`src/rtl/vga_pixel_pipe.sv`:
```
// Pixel stage behind the VGA sync generator: 32x32 tile background
// plus one 32x32 sprite, five-clock pipeline with aligned syncs.
module vga_pixel_pipe #(
  parameter logic [11:0] TRANSPARENT = 12'hF0F
) (
  input  logic        vga_clk,
  input  logic        clrn,
  input  logic [9:0]  col_in,
  input  logic [9:0]  row_in,
  input  logic        in_screen,
  input  logic        hsync_in,
  input  logic        vsync_in,
  input  logic [9:0]  spr_x,
  input  logic [9:0]  spr_y,
  input  logic [1:0]  spr_frame,
  input  logic        spr_en,
  output logic [8:0]  map_addr,
  input  logic [5:0]  map_data,
  output logic [15:0] tile_addr,
  input  logic [11:0] tile_data,
  output logic [11:0] spr_addr,
  input  logic [11:0] spr_data,
  output logic [3:0]  r,
  output logic [3:0]  g,
  output logic [3:0]  b,
  output logic        hsync,
  output logic        vsync,
  output logic        frame_tick
);

  logic [9:0]  sx_q, sx_d, sy_q, sy_d;
  logic [1:0]  sframe_q, sframe_d;
  logic        sen_q, sen_d;
  logic        vs_prev_q, vs_prev_d;
  logic        frame_tick_q, frame_tick_d;

  logic [8:0]  map_addr_q, map_addr_d;
  logic [11:0] spr_addr_q, spr_addr_d;
  logic [4:0]  tx1_q, tx1_d, ty1_q, ty1_d;
  logic        hit1_q, hit1_d, blank1_q, blank1_d;
  logic        hs1_q, hs1_d, vs1_q, vs1_d;

  logic [4:0]  tx2_q, tx2_d, ty2_q, ty2_d;
  logic        hit2_q, hit2_d, blank2_q, blank2_d;
  logic        hs2_q, hs2_d, vs2_q, vs2_d;

  logic [15:0] tile_addr_q, tile_addr_d;
  logic [11:0] spr3_q, spr3_d;
  logic        hit3_q, hit3_d, blank3_q, blank3_d;
  logic        hs3_q, hs3_d, vs3_q, vs3_d;

  logic [11:0] spr4_q, spr4_d;
  logic        hit4_q, hit4_d, blank4_q, blank4_d;
  logic        hs4_q, hs4_d, vs4_q, vs4_d;

  logic [11:0] rgb_q, rgb_d;
  logic        hsync_q, hsync_d, vsync_q, vsync_d;

  logic        vs_rise, hit;
  logic [10:0] c11, r11, sx11, sy11;
  logic [8:0]  trow, tcol;
  logic [4:0]  sdx, sdy;

  always_comb begin
    vs_rise      = vsync_in & ~vs_prev_q;
    vs_prev_d    = vsync_in;
    frame_tick_d = vs_rise;
    sx_d         = sx_q;
    sy_d         = sy_q;
    sframe_d     = sframe_q;
    sen_d        = sen_q;
    if (vs_rise) begin
      sx_d     = spr_x;
      sy_d     = spr_y;
      sframe_d = spr_frame;
      sen_d    = spr_en;
    end

    // 11-bit compare so a sprite near the edge clips instead of wrapping
    c11  = {1'b0, col_in};
    r11  = {1'b0, row_in};
    sx11 = {1'b0, sx_q};
    sy11 = {1'b0, sy_q};
    hit  = sen_q & in_screen
         & (c11 >= sx11) & (c11 < sx11 + 11'd32)
         & (r11 >= sy11) & (r11 < sy11 + 11'd32);
    sdx  = col_in[4:0] - sx_q[4:0];
    sdy  = row_in[4:0] - sy_q[4:0];

    // tr*25 + tc as shifts and adds
    trow = {4'd0, row_in[9:5]};
    tcol = {4'd0, col_in[9:5]};

    map_addr_d = in_screen ? (trow << 4) + (trow << 3) + trow + tcol
                           : 9'd0;
    spr_addr_d = in_screen ? {sframe_q, sdy, sdx} : 12'd0;
    tx1_d      = col_in[4:0];
    ty1_d      = row_in[4:0];
    hit1_d     = hit;
    blank1_d   = ~in_screen;
    hs1_d      = hsync_in;
    vs1_d      = vsync_in;

    tx2_d      = tx1_q;
    ty2_d      = ty1_q;
    hit2_d     = hit1_q;
    blank2_d   = blank1_q;
    hs2_d      = hs1_q;
    vs2_d      = vs1_q;

    tile_addr_d = {map_data, ty2_q, tx2_q};
    spr3_d      = spr_data;
    hit3_d      = hit2_q;
    blank3_d    = blank2_q;
    hs3_d       = hs2_q;
    vs3_d       = vs2_q;

    spr4_d      = spr3_q;
    hit4_d      = hit3_q;
    blank4_d    = blank3_q;
    hs4_d       = hs3_q;
    vs4_d       = vs3_q;

    rgb_d = tile_data;
    if (blank4_q)
      rgb_d = 12'h000;
    else if (hit4_q && spr4_q != TRANSPARENT)
      rgb_d = spr4_q;
    hsync_d = hs4_q;
    vsync_d = vs4_q;
  end

  always_ff @(posedge vga_clk or negedge clrn) begin
    if (!clrn) begin
      sx_q         <= '0;
      sy_q         <= '0;
      sframe_q     <= '0;
      sen_q        <= 1'b0;
      vs_prev_q    <= 1'b0;
      frame_tick_q <= 1'b0;
      map_addr_q   <= '0;
      spr_addr_q   <= '0;
      tx1_q        <= '0;
      ty1_q        <= '0;
      hit1_q       <= 1'b0;
      blank1_q     <= 1'b1;
      hs1_q        <= 1'b0;
      vs1_q        <= 1'b0;
      tx2_q        <= '0;
      ty2_q        <= '0;
      hit2_q       <= 1'b0;
      blank2_q     <= 1'b1;
      hs2_q        <= 1'b0;
      vs2_q        <= 1'b0;
      tile_addr_q  <= '0;
      spr3_q       <= '0;
      hit3_q       <= 1'b0;
      blank3_q     <= 1'b1;
      hs3_q        <= 1'b0;
      vs3_q        <= 1'b0;
      spr4_q       <= '0;
      hit4_q       <= 1'b0;
      blank4_q     <= 1'b1;
      hs4_q        <= 1'b0;
      vs4_q        <= 1'b0;
      rgb_q        <= '0;
      hsync_q      <= 1'b0;
      vsync_q      <= 1'b0;
    end else begin
      sx_q         <= sx_d;
      sy_q         <= sy_d;
      sframe_q     <= sframe_d;
      sen_q        <= sen_d;
      vs_prev_q    <= vs_prev_d;
      frame_tick_q <= frame_tick_d;
      map_addr_q   <= map_addr_d;
      spr_addr_q   <= spr_addr_d;
      tx1_q        <= tx1_d;
      ty1_q        <= ty1_d;
      hit1_q       <= hit1_d;
      blank1_q     <= blank1_d;
      hs1_q        <= hs1_d;
      vs1_q        <= vs1_d;
      tx2_q        <= tx2_d;
      ty2_q        <= ty2_d;
      hit2_q       <= hit2_d;
      blank2_q     <= blank2_d;
      hs2_q        <= hs2_d;
      vs2_q        <= vs2_d;
      tile_addr_q  <= tile_addr_d;
      spr3_q       <= spr3_d;
      hit3_q       <= hit3_d;
      blank3_q     <= blank3_d;
      hs3_q        <= hs3_d;
      vs3_q        <= vs3_d;
      spr4_q       <= spr4_d;
      hit4_q       <= hit4_d;
      blank4_q     <= blank4_d;
      hs4_q        <= hs4_d;
      vs4_q        <= vs4_d;
      rgb_q        <= rgb_d;
      hsync_q      <= hsync_d;
      vsync_q      <= vsync_d;
    end
  end

  assign map_addr   = map_addr_q;
  assign spr_addr   = spr_addr_q;
  assign tile_addr  = tile_addr_q;
  assign frame_tick = frame_tick_q;
  assign r          = rgb_q[11:8];
  assign g          = rgb_q[7:4];
  assign b          = rgb_q[3:0];
  assign hsync      = hsync_q;
  assign vsync      = vsync_q;

endmodule

```
`config.mk`:
```
export PLATFORM = sky130hd
export DESIGN_NAME = vga_pixel_pipe
export DESIGN_NICKNAME = d
export VERILOG_FILES = /design/src/rtl/vga_pixel_pipe.sv
export SDC_FILE = /design/constraint.sdc
export NUM_CORES = 1
export LEC_CHECK = 0
export ABC_AREA = 1
export BUFFER_PORTS_ARGS = -buffer_cell sky130_fd_sc_hd__buf_4
export CAP_MARGIN = 30
export CORE_ASPECT_RATIO = 1.5
export CORE_MARGIN = 2
export CORE_UTILIZATION = 30
export CTS_BUF_LIST = sky130_fd_sc_hd__clkbuf_2 sky130_fd_sc_hd__clkbuf_4 sky130_fd_sc_hd__clkbuf_8
export CTS_CLUSTER_DIAMETER = 40
export CTS_CLUSTER_SIZE = 24
export DETAILED_ROUTE_END_ITERATION = 7
export HOLD_SLACK_MARGIN = 0.12
export PLACE_DENSITY_LB_ADDON = 0.1
export SLEW_MARGIN = 0
export SYNTH_ARGS = -nofsm -noshare
export SYNTH_HDL_FRONTEND = slang
export SYNTH_SLANG_ARGS = --single-unit
```
`constraint.sdc`:
```
create_clock -name vga_clk -period 3.8 [get_ports vga_clk]
set_input_delay 0.76 -clock vga_clk [delete_from_list [all_inputs] [get_ports vga_clk]]
set_output_delay 0.76 -clock vga_clk [all_outputs]
set_load 0.02 [all_outputs]
```
==> flow_metrics.env <==
export IMPL_synth_adder_area_share=0.133
export IMPL_dp_hpwl_um=9920
export IMPL_path_clk_slew_ns=0.08
export IMPL_num_antenna_cells=0
export IMPL_synth_top_family_by_area="simple AND/OR/NAND/NOR gates"
export IMPL_synth_compound_area_share=0.0559
export IMPL_r2r_end="hit1_q$_DFF_PN0_"
export IMPL_grt_first_pass_wirelength_um=21100
export IMPL_die_h_um=172
export IMPL_grt_overflow=0
export IMPL_grtUsageTotal=0.141
export IMPL_skew_ns=0.00998
export IMPL_timing_slew_headroom=0.545
export IMPL_slowest_stage="fa_1"
export IMPL_multi_input_area_um2=1940
export IMPL_synthMuxAreaShare=0
export IMPL_crit_chain="buf_4 > inv_1 > fa_1 > inv_1 > fa_1 > ha_1 > nand2_1 > nand2_1 > a31o_2 > o21ai_1 > a21oi_1"
export IMPL_num_vias=3958
export IMPL_worstPathRequired_ns=4.12
export IMPL_hold_end="ty2_q[3]$_DFF_PN0_"
export IMPL_crit_start="row_in[5]"
export IMPL_clock_tree_root_cell="clkbuf_8"
export IMPL_coreArea_um2=18500
export IMPL_drcViolationCount=0
export IMPL_ys_warn_count=0
export IMPL_rows=61
export IMPL_outcome="finished, final reports clean"
export IMPL_cts_buffers=17
export IMPL_ys_seq_area_frac=0.602
export IMPL_period_share=0.682
export IMPL_die_area_um2=19900
export IMPL_hp_class="register to register"
export IMPL_yosys_area_share_simple=0.141
export IMPL_cts_sinks=135
export IMPL_min_from="ty1_q[3]$_DFF_PN0_"
export IMPL_fin_crit_ns=2.59
export IMPL_slowest_delay_ns=0.50
export IMPL_num_nets_final=803
export IMPL_synth_cell_types=29
export IMPL_rsz0062_at_grt="false"
export IMPL_register_area_um2=3380
export IMPL_ant_nets=0
export IMPL_cts_setup_buffers=0
export IMPL_finalSetupViolations=0
export IMPL_syn_inst=525
export IMPL_worstHoldPathCells=0
export IMPL_p_leak_nw=3.79
export IMPL_netlist_area_um2=5620
export IMPL_cts_resized=0
export IMPL_max_cap_violations=0
export IMPL_die_w_um=116
export IMPL_drtIter0Drc=169
export IMPL_worstSetupEndpointType="register"
export IMPL_ir_drop_v=0.000161
export IMPL_hold_buffers=1
export IMPL_path_class="input port to register"
export IMPL_synthToLayoutAreaGrowth_pct=30.9
export IMPL_first_pass_iters=4
export IMPL_gp_congestion=0.823
export IMPL_worstReg2RegStart="sy_q[5]$_DFFE_PN0P_"
export IMPL_worstMarginPinSlew_ns=0.681
export IMPL_antenna_found_initial=0
export IMPL_hold_violations=0
export IMPL_nFillCells=1908
export IMPL_powerDensity_nw_per_um2=488
export IMPL_path_delay_family="adder cells"
export IMPL_syn_nets=659
export IMPL_grt_pass1_vias=4181
export IMPL_ys_seq_elements=135
export IMPL_slew_violations=0
export IMPL_wire_per_inst_um=14.0
export IMPL_cts_tree="done"
export IMPL_io_pins=130
export IMPL_clk_insertion_delay_late_ns=0.44
export IMPL_regToRegSetupSlack_ns=1.87
export IMPL_arrival_ns=2.91
export IMPL_p_total_mw=3.59
export IMPL_layout_drive_gt1_share=0.279
export IMPL_port_buffers=129
export IMPL_ys_top_cells_by_area="dfrtp_1 (58%), ha_1 (11%), nand2_1 (7.1%)"
export IMPL_crit_fanout=7
export IMPL_grt_max_degree=101
export IMPL_crit_buf_inv=3
export IMPL_startpoint_type="input port"
export IMPL_h_tree_depth=4
export IMPL_clock_fmax_mhz=386
export IMPL_yosysTopAreaCell="dfrtp_1"
export IMPL_clock_path_buffers=2
export IMPL_start_util=0.304
export IMPL_synthXorXnorAreaFrac=0.0140
export IMPL_reg2reg_depth=10
export IMPL_postSynthAreaPerCell_um2=10.7
export IMPL_yosys_area_top_type_share=0.583
export IMPL_fin_setup_tns_ns=0
export IMPL_via_per_inst=4.24
export IMPL_finalWirelength_um=13000
## Yosys cell counts
library cell / instances
nand2_2: 3
a31oi_1: 1
o21ai_1: 23
xnor2_1: 5
buf_2: 6
or2_1: 1
nor2_1: 46
inv_2: 4
and3_1: 2
ha_1: 50
o21ai_0: 13
a21oi_2: 1
dfrtp_1: 131
a21oi_1: 19
clkbuf_1: 1
a31o_2: 1
o21a_1: 1
fa_1: 6
nand2_1: 106
nor2_2: 12
nand3b_1: 1
buf_6: 2
inv_1: 62
xor2_1: 4
nand3_1: 12
o21bai_1: 1
dfstp_2: 4
nand4_1: 6
nor4_1: 1
## worst max path at each step
stage / end / slack [ns] / cells past startpoint
after detailed placement: map_addr[5]$_DFF_PN0_ / 0.74 / 11
final: map_addr[5]$_DFF_PN0_ / 1.21 / 11
after CTS: map_addr[5]$_DFF_PN0_ / 1.24 / 11
after floorplan: map_addr[5]$_DFF_PN0_ / 1.00 / 10
after global placement: map_addr[5]$_DFF_PN0_ / 0.76 / 11
after global routing: map_addr[5]$_DFF_PN0_ / 1.15 / 11
## routing by layer
metal | vias up | part of all wire | wire [um] | global-route usage
li1 | 1953 | - | - | -
met1 | 1882 | 0.41 | 5340 | 0.163
met2 | 107 | 0.52 | 6780 | 0.250
met3 | 16 | 0.055 | 718 | 0.0349
met4 | 0 | 0.015 | 195 | 0.0528
met5 | - | 0 | 0 | 0
## power by group
group / switching (mW) / internal, mW
clock network: 0.612 / 0.686
registers: 0.0503 / 1.55
logic: 0.403 / 0.290
## cell families (layout without fill, tap and decap cells)
| family | count (synthesis) | after routing |
|---|---|---|
| adder cells (fa/ha/maj) | 56 | 56 |
| buffers and inverters | 75 | 232 |
| XOR/XNOR | 9 | 9 |
| AND/OR/NAND/NOR | 190 | 190 |
| flip-flops | 135 | 135 |
| AO/OA/AOI/OAI | 60 | 60 |
## placed cells by master (no fill, tap or decap)
cell / netlist / layout
dfrtp_1: 131 / 131
buf_4: 0 / 131
nand2_1: 106 / 106
inv_1: 62 / 62
ha_1: 50 / 50
nor2_1: 46 / 46
o21ai_1: 23 / 23
a21oi_1: 19 / 19
clkbuf_8: 0 / 18
o21ai_0: 13 / 13
nand3_1: 12 / 12
nor2_2: 12 / 11
nand4_1: 6 / 6
fa_1: 6 / 6
xnor2_1: 5 / 5
clkinv_4: 0 / 5
inv_2: 4 / 4
xor2_1: 4 / 4
dfstp_2: 4 / 4
nand2_2: 3 / 3
inv_6: 0 / 3
bufinv_16: 0 / 3
and3_1: 2 / 2
inv_8: 0 / 2
a21oi_2: 1 / 1
o21bai_1: 1 / 1
nand3b_1: 1 / 1
a31o_2: 1 / 1
nor4_1: 1 / 1
o21a_1: 1 / 1
nor2_4: 0 / 1
or2_1: 1 / 1
a31oi_1: 1 / 1
clkinvlp_4: 0 / 1
dlygate4sd3_1: 0 / 1
buf_6: 2 / 1
buf_16: 0 / 1
## sequential cells by signal, summed over array words and instances, names as in the netlist, 2 cells and up
| name | count |
|---|---|
| tile_addr | 16 |
| tx1_q | 5 |
| spr_addr | 12 |
| spr4_q | 12 |
| spr3_q | 12 |
| tx2_q | 5 |
| rgb_q | 12 |
| ty2_q | 5 |
| sframe_q | 2 |
| sx_q | 10 |
| ty1_q | 5 |
| map_addr | 9 |
| sy_q | 10 |
## final cells by class
cell class / instances / share of cell area
Multi-Input combinational cell: 315 / 0.264
Clock buffer: 18 / 0.0337
Inverter: 66 / 0.0337
Timing Repair Buffer: 134 / 0.140
Sequential cell: 135 / 0.460
Tap cell: 252 / 0.0429
Clock inverter: 14 / 0.0259
## through the flow
stage | area, um^2 | worst slack [ns] | hold WS [ns] | utilization | instances
global placement | 6880 | 0.761 | 0.332 | 0.372 | 900
global route | 7350 | 1.15 | 0.356 | 0.398 | 934
detailed placement | 6910 | 0.742 | 0.335 | 0.374 | 901
floorplan | 5620 | 1.00 | 0.331 | - | 525
finish | 7350 | 1.21 | 0.348 | 0.398 | 934
CTS | 7350 | 1.24 | 0.351 | 0.398 | 934
Note: power is estimated with default switching activity, not from simulation.
